[config.mk]
export PLATFORM = sky130hd
export DESIGN_NAME = conv_frame_feeder
export DESIGN_NICKNAME = d
export VERILOG_FILES = /design/src/rtl/conv_frame_feeder.sv
export SDC_FILE = /design/constraint.sdc
export NUM_CORES = 1
export LEC_CHECK = 0
export ABC_AREA = 1
export CORE_ASPECT_RATIO = 1.2
export CORE_MARGIN = 2
export CORE_UTILIZATION = 56
export CTS_CLUSTER_SIZE = 20
export DETAILED_ROUTE_END_ITERATION = 10
export GPL_ROUTABILITY_DRIVEN = 1
export GPL_TIMING_DRIVEN = 0
export PLACE_DENSITY_LB_ADDON = 0.08
export RECOVER_POWER = 100
export SLEW_MARGIN = 30
export SYNTH_ARGS = -nofsm -noshare
export SYNTH_HDL_FRONTEND = slang
export SYNTH_SLANG_ARGS = --single-unit
[constraint.sdc]
create_clock -name clk -period 1.9 [get_ports clk]
set_input_delay 0.38 -clock clk [delete_from_list [all_inputs] [get_ports clk]]
set_output_delay 0.38 -clock clk [all_outputs]
set_load 0.005 [all_outputs]
[src/rtl/conv_frame_feeder.sv]
// Frame feeder for the convolutional encoder: it pulls bytes over valid/ready and emits them MSB-first as spaced bit_en pulses.
// Define CONV_FEEDER_TAIL_FLUSH_EN to append the K-1 zero tail bits that flush the encoder trellis.
//   state     | meaning
//   IDLE      | waiting for frame_start with a nonzero length
//   WAIT_BYTE | s_ready high, waiting for the next byte
//   SHIFT     | one bit_en pulse carrying the current MSB
//   GAP_WAIT  | GAP idle cycles after each data pulse
//   TAIL      | zero tail pulses plus their gaps (tail build only)
//   DONE      | one-cycle frame_done
module conv_frame_feeder #(
  parameter int DATA_W = 8,
  parameter int LEN_W  = 8,
  parameter int GAP    = 1
) (
  input  logic              clk,
  input  logic              rst,
  input  logic              frame_start,
  input  logic [LEN_W-1:0]  frame_len,
  input  logic [1:0]        sel_in,
  input  logic [DATA_W-1:0] s_data,
  input  logic              s_valid,
  output logic              s_ready,
  output logic              data_out,
  output logic              bit_en,
  output logic [1:0]        constraint_sel_out,
  output logic              busy,
  output logic              tail_active,
  output logic              frame_done
);
  localparam int BIT_W = $clog2(DATA_W + 1);
  localparam int GAP_W = $clog2(GAP + 1);

  typedef enum logic [2:0] {
    IDLE      = 3'd0,
    WAIT_BYTE = 3'd1,
    SHIFT     = 3'd2,
    GAP_WAIT  = 3'd3,
    DONE      = 3'd4
`ifdef CONV_FEEDER_TAIL_FLUSH_EN
    , TAIL    = 3'd5
`endif
  } state_t;

  state_t            state, state_n;
  logic [LEN_W-1:0]  byte_cnt, byte_n;
  logic [BIT_W-1:0]  bit_cnt, bit_n;
  logic [GAP_W-1:0]  gap_cnt, gap_n;
  logic [DATA_W-1:0] shreg, sh_n;
  logic [1:0]        sel_n;
  logic              pulse_n, data_n;

`ifdef CONV_FEEDER_TAIL_FLUSH_EN
  logic [2:0] tail_cnt, tail_n;

  function automatic logic [2:0] tail_len(input logic [1:0] sel);
    case (sel)
      2'b00:   return 3'd2;
      2'b01:   return 3'd3;
      2'b10:   return 3'd4;
      default: return 3'd6;
    endcase
  endfunction
`endif

  assign s_ready = (state == WAIT_BYTE);

  // Outputs are registered, so each pulse is decided one cycle ahead from the next state.
  always_comb begin
    state_n = state;
    byte_n  = byte_cnt;
    bit_n   = bit_cnt;
    gap_n   = gap_cnt;
    sh_n    = shreg;
    sel_n   = constraint_sel_out;
    pulse_n = 1'b0;
    data_n  = 1'b0;
`ifdef CONV_FEEDER_TAIL_FLUSH_EN
    tail_n  = tail_cnt;
`endif
    case (state)
      IDLE: begin
        if (frame_start && frame_len != '0) begin
          byte_n  = frame_len;
          sel_n   = sel_in;
          state_n = WAIT_BYTE;
        end
      end
      WAIT_BYTE: begin
        if (s_valid) begin
          sh_n    = s_data;
          bit_n   = BIT_W'(DATA_W);
          if (byte_cnt != '0) byte_n = byte_cnt - LEN_W'(1);
          state_n = SHIFT;
          pulse_n = 1'b1;
          data_n  = s_data[DATA_W-1];
        end
      end
      SHIFT: begin
        sh_n    = shreg << 1;
        bit_n   = bit_cnt - BIT_W'(1);
        gap_n   = GAP_W'(GAP);
        state_n = GAP_WAIT;
      end
      GAP_WAIT: begin
        gap_n = gap_cnt - GAP_W'(1);
        if (gap_cnt == GAP_W'(1)) begin
          if (bit_cnt != '0) begin
            state_n = SHIFT;
            pulse_n = 1'b1;
            data_n  = shreg[DATA_W-1];
          end else if (byte_cnt != '0) begin
            state_n = WAIT_BYTE;
          end else begin
`ifdef CONV_FEEDER_TAIL_FLUSH_EN
            state_n = TAIL;
            tail_n  = tail_len(constraint_sel_out);
            pulse_n = 1'b1;
`else
            state_n = DONE;
`endif
          end
        end
      end
`ifdef CONV_FEEDER_TAIL_FLUSH_EN
      // gap_cnt==0 marks the pulse cycle of a tail bit; nonzero counts its gap.
      TAIL: begin
        if (gap_cnt == '0) begin
          gap_n  = GAP_W'(GAP);
          tail_n = tail_cnt - 3'd1;
        end else begin
          gap_n = gap_cnt - GAP_W'(1);
          if (gap_cnt == GAP_W'(1)) begin
            if (tail_cnt == 3'd0) state_n = DONE;
            else pulse_n = 1'b1;
          end
        end
      end
`endif
      DONE:    state_n = IDLE;
      default: state_n = IDLE;
    endcase
  end

  always_ff @(posedge clk or posedge rst) begin
    if (rst) begin
      state              <= IDLE;
      byte_cnt           <= '0;
      bit_cnt            <= '0;
      gap_cnt            <= '0;
      shreg              <= '0;
      constraint_sel_out <= 2'b00;
      bit_en             <= 1'b0;
      data_out           <= 1'b0;
      busy               <= 1'b0;
      frame_done         <= 1'b0;
    end else begin
      state              <= state_n;
      byte_cnt           <= byte_n;
      bit_cnt            <= bit_n;
      gap_cnt            <= gap_n;
      shreg              <= sh_n;
      constraint_sel_out <= sel_n;
      bit_en             <= pulse_n;
      data_out           <= data_n;
      busy               <= (state_n != IDLE);
      frame_done         <= (state_n == DONE);
    end
  end

`ifdef CONV_FEEDER_TAIL_FLUSH_EN
  always_ff @(posedge clk or posedge rst) begin
    if (rst) begin
      tail_cnt    <= 3'd0;
      tail_active <= 1'b0;
    end else begin
      tail_cnt    <= tail_n;
      tail_active <= (state_n == TAIL);
    end
  end
`else
  assign tail_active = 1'b0;
`endif

endmodule
Word level (Yosys, flattened, before mapping). Index checks and enable logic that the tools add are counted.

Bits of input ports: 22. Output and inout port bits: 8. Logic and storage cells: 55. Flip-flop bits (word level): 30.

$add $sub $neg: 3. Muxes and demuxes: 23. Reductions and logical operators: 12. Equality and inequality tests: 7.

Operator list (number): 8-bit 2-to-1 mux (4); 8-bit case mux with 2 select lines (2); 8-bit nonzero test (2); 3-bit 2-to-1 mux (5); 3-bit case mux with 4 select lines (1); 4-bit case mux with 2 select lines (1); 8-bit by 1-bit subtractor with 8-bit output, second input constant (1); 3-bit by 2-bit == test with 1-bit output, second input constant (2); 1-bit 2-to-1 mux (6); 1-bit case mux with 2 select lines (3); 2-bit nonzero test (3); 4-bit 2-to-1 mux (1); 2-bit inequality test, second input constant (2); 2-bit AND reduction (2); 4-bit AND reduction (1); 4-bit nonzero test (1); 4-bit by 1-bit subtractor with 4-bit output, second input constant (1); 3-bit by 1-bit == test with 1-bit output, second input constant (1); 3-bit == test, second input constant (1); 3-bit zero test (1); 3-bit nonzero test (1); 2-bit by 1-bit inequality test with 1-bit output, second input constant (1); 1-bit logical AND (1); 1-bit subtractor, second input constant (1).

Depth between registers and ports, before layout.
Depth in word-level cells: 6. Mapped depth: 10. Mapped depth without buffers: 10.

Worst setup path after synthesis. Ideal clock, no wire load.

Path type: reg2reg. From: register byte_cnt[0]. To: register byte_cnt[3]. Slack: 0.615 ns. Buffers on the path: 0. Data required time: 1.835 ns. Setup time: 0.065 ns. Cell stages (with the launch flop): 11. Arrival time: 1.221 ns. Cells stage by stage: dfrtp_1 inv_1 ha_1 nand2_1 nor2_4 nand2_4 nor2_8 inv_2 nand2_4 nand2_1 nand2_1.

Word-level cells in the longest chain between the ends: 4.

RTL lines: start: declaration (line 45) `logic [LEN_W-1:0] byte_cnt, byte_n;`; start signal: assignment (line 158) `byte_cnt <= byte_n;`; 8-bit by 1-bit subtractor with 8-bit output (line 92) `if (byte_cnt != '0) byte_n = byte_cnt - LEN_W'(1);`; 8-bit 2-to-1 mux (line 92); 8-bit 2-to-1 mux (line 89) `if (s_valid) begin`; 8-bit case mux with 2 select lines (line 80) `case (state)`.

Several ways; a longest one is shown, not always the timed one. The select of a mux whose other input is x is not followed. A chain may end at the register's enable or synchronous reset.

Worst setup path in the final report.
From: register constraint_sel_out[0]. To: output constraint_sel_out[0].

RTL lines: start: declaration (line 25) `output logic [1:0] constraint_sel_out,`; start signal: assignment (line 162) `constraint_sel_out <= sel_n;`.

No word-level cell between the ends.

==> results.json <==
{
  "avgSynthCellArea_um2": 7.46,
  "viasPerCell": 4.95,
  "drcViolationCount": 0,
  "drive_above_1_share_pct": 9.70,
  "grt_max_degree": 31,
  "clock_latency_ns": 0.34,
  "routed_wl_um": 3540,
  "ant_nets": 0,
  "rsz0062_at_grt": "no",
  "finalSetupTns_ns": 0,
  "grt_first_pass_wirelength_um": 6180,
  "cp.required_ns": 1.52,
  "die_w_um": 54.6,
  "cts_buffers": 5,
  "synthCells": 231,
  "tightest_slew_ns": 1.12,
  "die-area_um2": 3540,
  "htree_num_levels": 2,
  "ir_drop_mv": 0.992,
  "crit_slowest_cell": "dlygate4sd3_1",
  "worstPathArrival_ns": 1.31,
  "finalSetupViolCount": 0,
  "path_buf_inv": 1,
  "dominantRegCellSynth": "dfrtp_1",
  "cts_buffer_depth": 2,
  "hpwl_um": 2650,
  "cp-start-kind": "flip-flop",
  "antenna_found_initial": 0,
  "port_buffers": 28,
  "ys_ff_latch": 30,
  "total_leakage_power_uw": 0.00116,
  "skew_ns": 0.00366,
  "wl_per_cell_um": 11.7,
  "period_needed_ns": 1.69,
  "synth-edff-count": 0,
  "max_stage_delay_ns": 0.58,
  "vias": 1506,
  "syn-num-nets": 257,
  "clock_sinks": 30,
  "crit_fanout": 2,
  "path_cells": "dlygate4sd3_1",
  "die_h_um": 64.8,
  "yosysWarnings": 0,
  "gr-total-overflow": 0,
  "area_delta_synth_final_pct": 22.3,
  "slew_viol_final": 0,
  "rows": 22,
  "drt_iter0_markers": 29,
  "diodes": 0,
  "post-place-ws_ns": 0.125,
  "fmax_mhz": 593,
  "yosysMostFrequentCell": "nand2_1",
  "fp.coreArea_um2": 3000,
  "grt_pass1_vias": 1434,
  "synth_top_cell_area_share_pct": 43.6,
  "fin_util_pct": 70.2,
  "ys_types": 27,
  "path_clk_slew_ns": 0.09,
  "hold_ws_ns": 0.494,
  "hold_viol_final": 0,
  "slew_headroom_pct": 25.0,
  "yosys.area.top_type": "dfrtp_1",
  "hp-class": "reg2reg",
  "p_per_area_nw_per_um2": 1560,
  "dr.pass1.iters": 4,
  "initial_core_util_pct": 57.4,
  "post-route-period-util_pct": 88.8,
  "cts_tree": "done",
  "path_class": "reg2out",
  "maxCapViolCount": 0,
  "cts_root_buf": "clkbuf_4",
  "pin_count": 30,
  "fin_ws_ns": 0.213,
  "cp_top_family": "buffers and inverters",
  "end_kind": "output pin",
  "ys_seq_area_share_pct": 43.6,
  "finalNetCount": 293,
  "synth_commonest_cells": "nand2_1, inv_1, dfrtp_1",
  "async_flop_share_pct": 100,
  "synth_area_um2": 1720,
  "gp_congestion": 0.831,
  "grt_usage_pct": 24.6,
  "outcome": "finished clean",
  "synth_area_leaders": "dfrtp_1, nand2_1, inv_1, o21ai_0, nand3_1"
}
cell type report:
type	count	area, um^2
multi-input cells	160	777
inverters	38	148
well taps	36	45.0
fillers	262	893
clock buffers	5	37.5
flip-flops and latches	30	751
clock inverters	3	40.0
plain buffers	3	22.5
repair buffers	29	287
logic make-up after synthesis:
family | count (synthesis) | synth area share, %
simple gates | 128 | 34.0
xor+xnor | 1 | 0.508
compound gates | 26 | 8.93
flops | 30 | 43.6
buf+inv | 41 | 9.88
fa+ha+maj | 4 | 2.90
other cells | 1 | 0.218
stage by stage:
stage          cells  power [uW]  instance area [um^2]
3_3_place_gp     295        2800                  2050
3_5_place_dp     295        2850                  2050
6_report         304        3290                  2110
4_1_cts          304        3380                  2130
5_1_grt          304        3610                  2110
2_1_floorplan    231        2380                  1720
state kept, by name, summed over array words and instances (netlist names):
register            count
state                   3
bit_cnt                 4
busy                    1
byte_cnt                8
data_out                1
gap_cnt                 1
constraint_sel_out      2
frame_done              1
bit_en                  1
shreg                   8
cells in the final DEF, fill, tap and decap left out:
| cell | netlist | routed |
|---|---|---|
| buf_4 | 3 | 4 |
| bufinv_16 | 0 | 1 |
| ha_1 | 4 | 4 |
| o21ai_0 | 15 | 16 |
| o21ai_1 | 2 | 1 |
| clkinv_2 | 0 | 2 |
| dfrtp_1 | 30 | 30 |
| nor2_8 | 2 | 2 |
| nor3_1 | 1 | 1 |
| nand3b_1 | 1 | 1 |
| inv_1 | 31 | 32 |
| a31oi_1 | 1 | 1 |
| xnor2_1 | 1 | 1 |
| a21oi_1 | 2 | 2 |
| inv_2 | 5 | 4 |
| nand2_4 | 4 | 2 |
| nand2_1 | 85 | 87 |
| nand2_2 | 2 | 2 |
| nor2_1 | 16 | 18 |
| inv_4 | 2 | 2 |
| dlygate4sd2_1 | 0 | 1 |
| clkdlybuf4s50_1 | 0 | 20 |
| o22ai_1 | 2 | 2 |
| o21ai_2 | 1 | 1 |
| conb_1 | 1 | 1 |
| o211ai_1 | 2 | 2 |
| nand3_1 | 12 | 12 |
| a21oi_4 | 1 | 1 |
| nand4_1 | 3 | 3 |
| dlygate4sd3_1 | 0 | 7 |
| clkbuf_4 | 0 | 5 |
path summary, 6_finish.rpt:
path / startpoint / to / slack, ns / cells after the start
max in group asynchronous: rst / byte_cnt[5] / 0.47 / 2
worst max register to register: state[2] / byte_cnt[0] / 0.26 / 8
worst min register to register: constraint_sel_out[1] / constraint_sel_out[1] / 0.49 / 2
worst max-delay path: constraint_sel_out[0] / constraint_sel_out[0] / 0.21 / 1
worst min-delay path: constraint_sel_out[1] / constraint_sel_out[1] / 0.49 / 2
min in group asynchronous: rst / byte_cnt[0] / 0.76 / 2
metal layers:
layer,wire length [um],vias to the layer above,GRT usage (%)
met1,1550,692,27.7
li1,-,785,-
met5,0,-,0
met3,120,4,6.91
met2,1820,25,41.8
met4,58,0,10.3
power by group:
| part | switching [uW] | leakage (uW) | total (uW) | internal [uW] |
|---|---|---|---|---|
| combinational | 1060 | 0.000741 | 1700 | 640 |
| clock | 232 | 0.0000450 | 504 | 272 |
| sequential | 166 | 0.000370 | 1090 | 926 |
what timing repair did:
action                                  4_1_cts  5_1_grt
endpoints found under the setup margin        1        0
hold buffers                                  0        0
setup buffers                                 1        0
resized for setup                             1        0
Power figures use the tool's default switching activity.
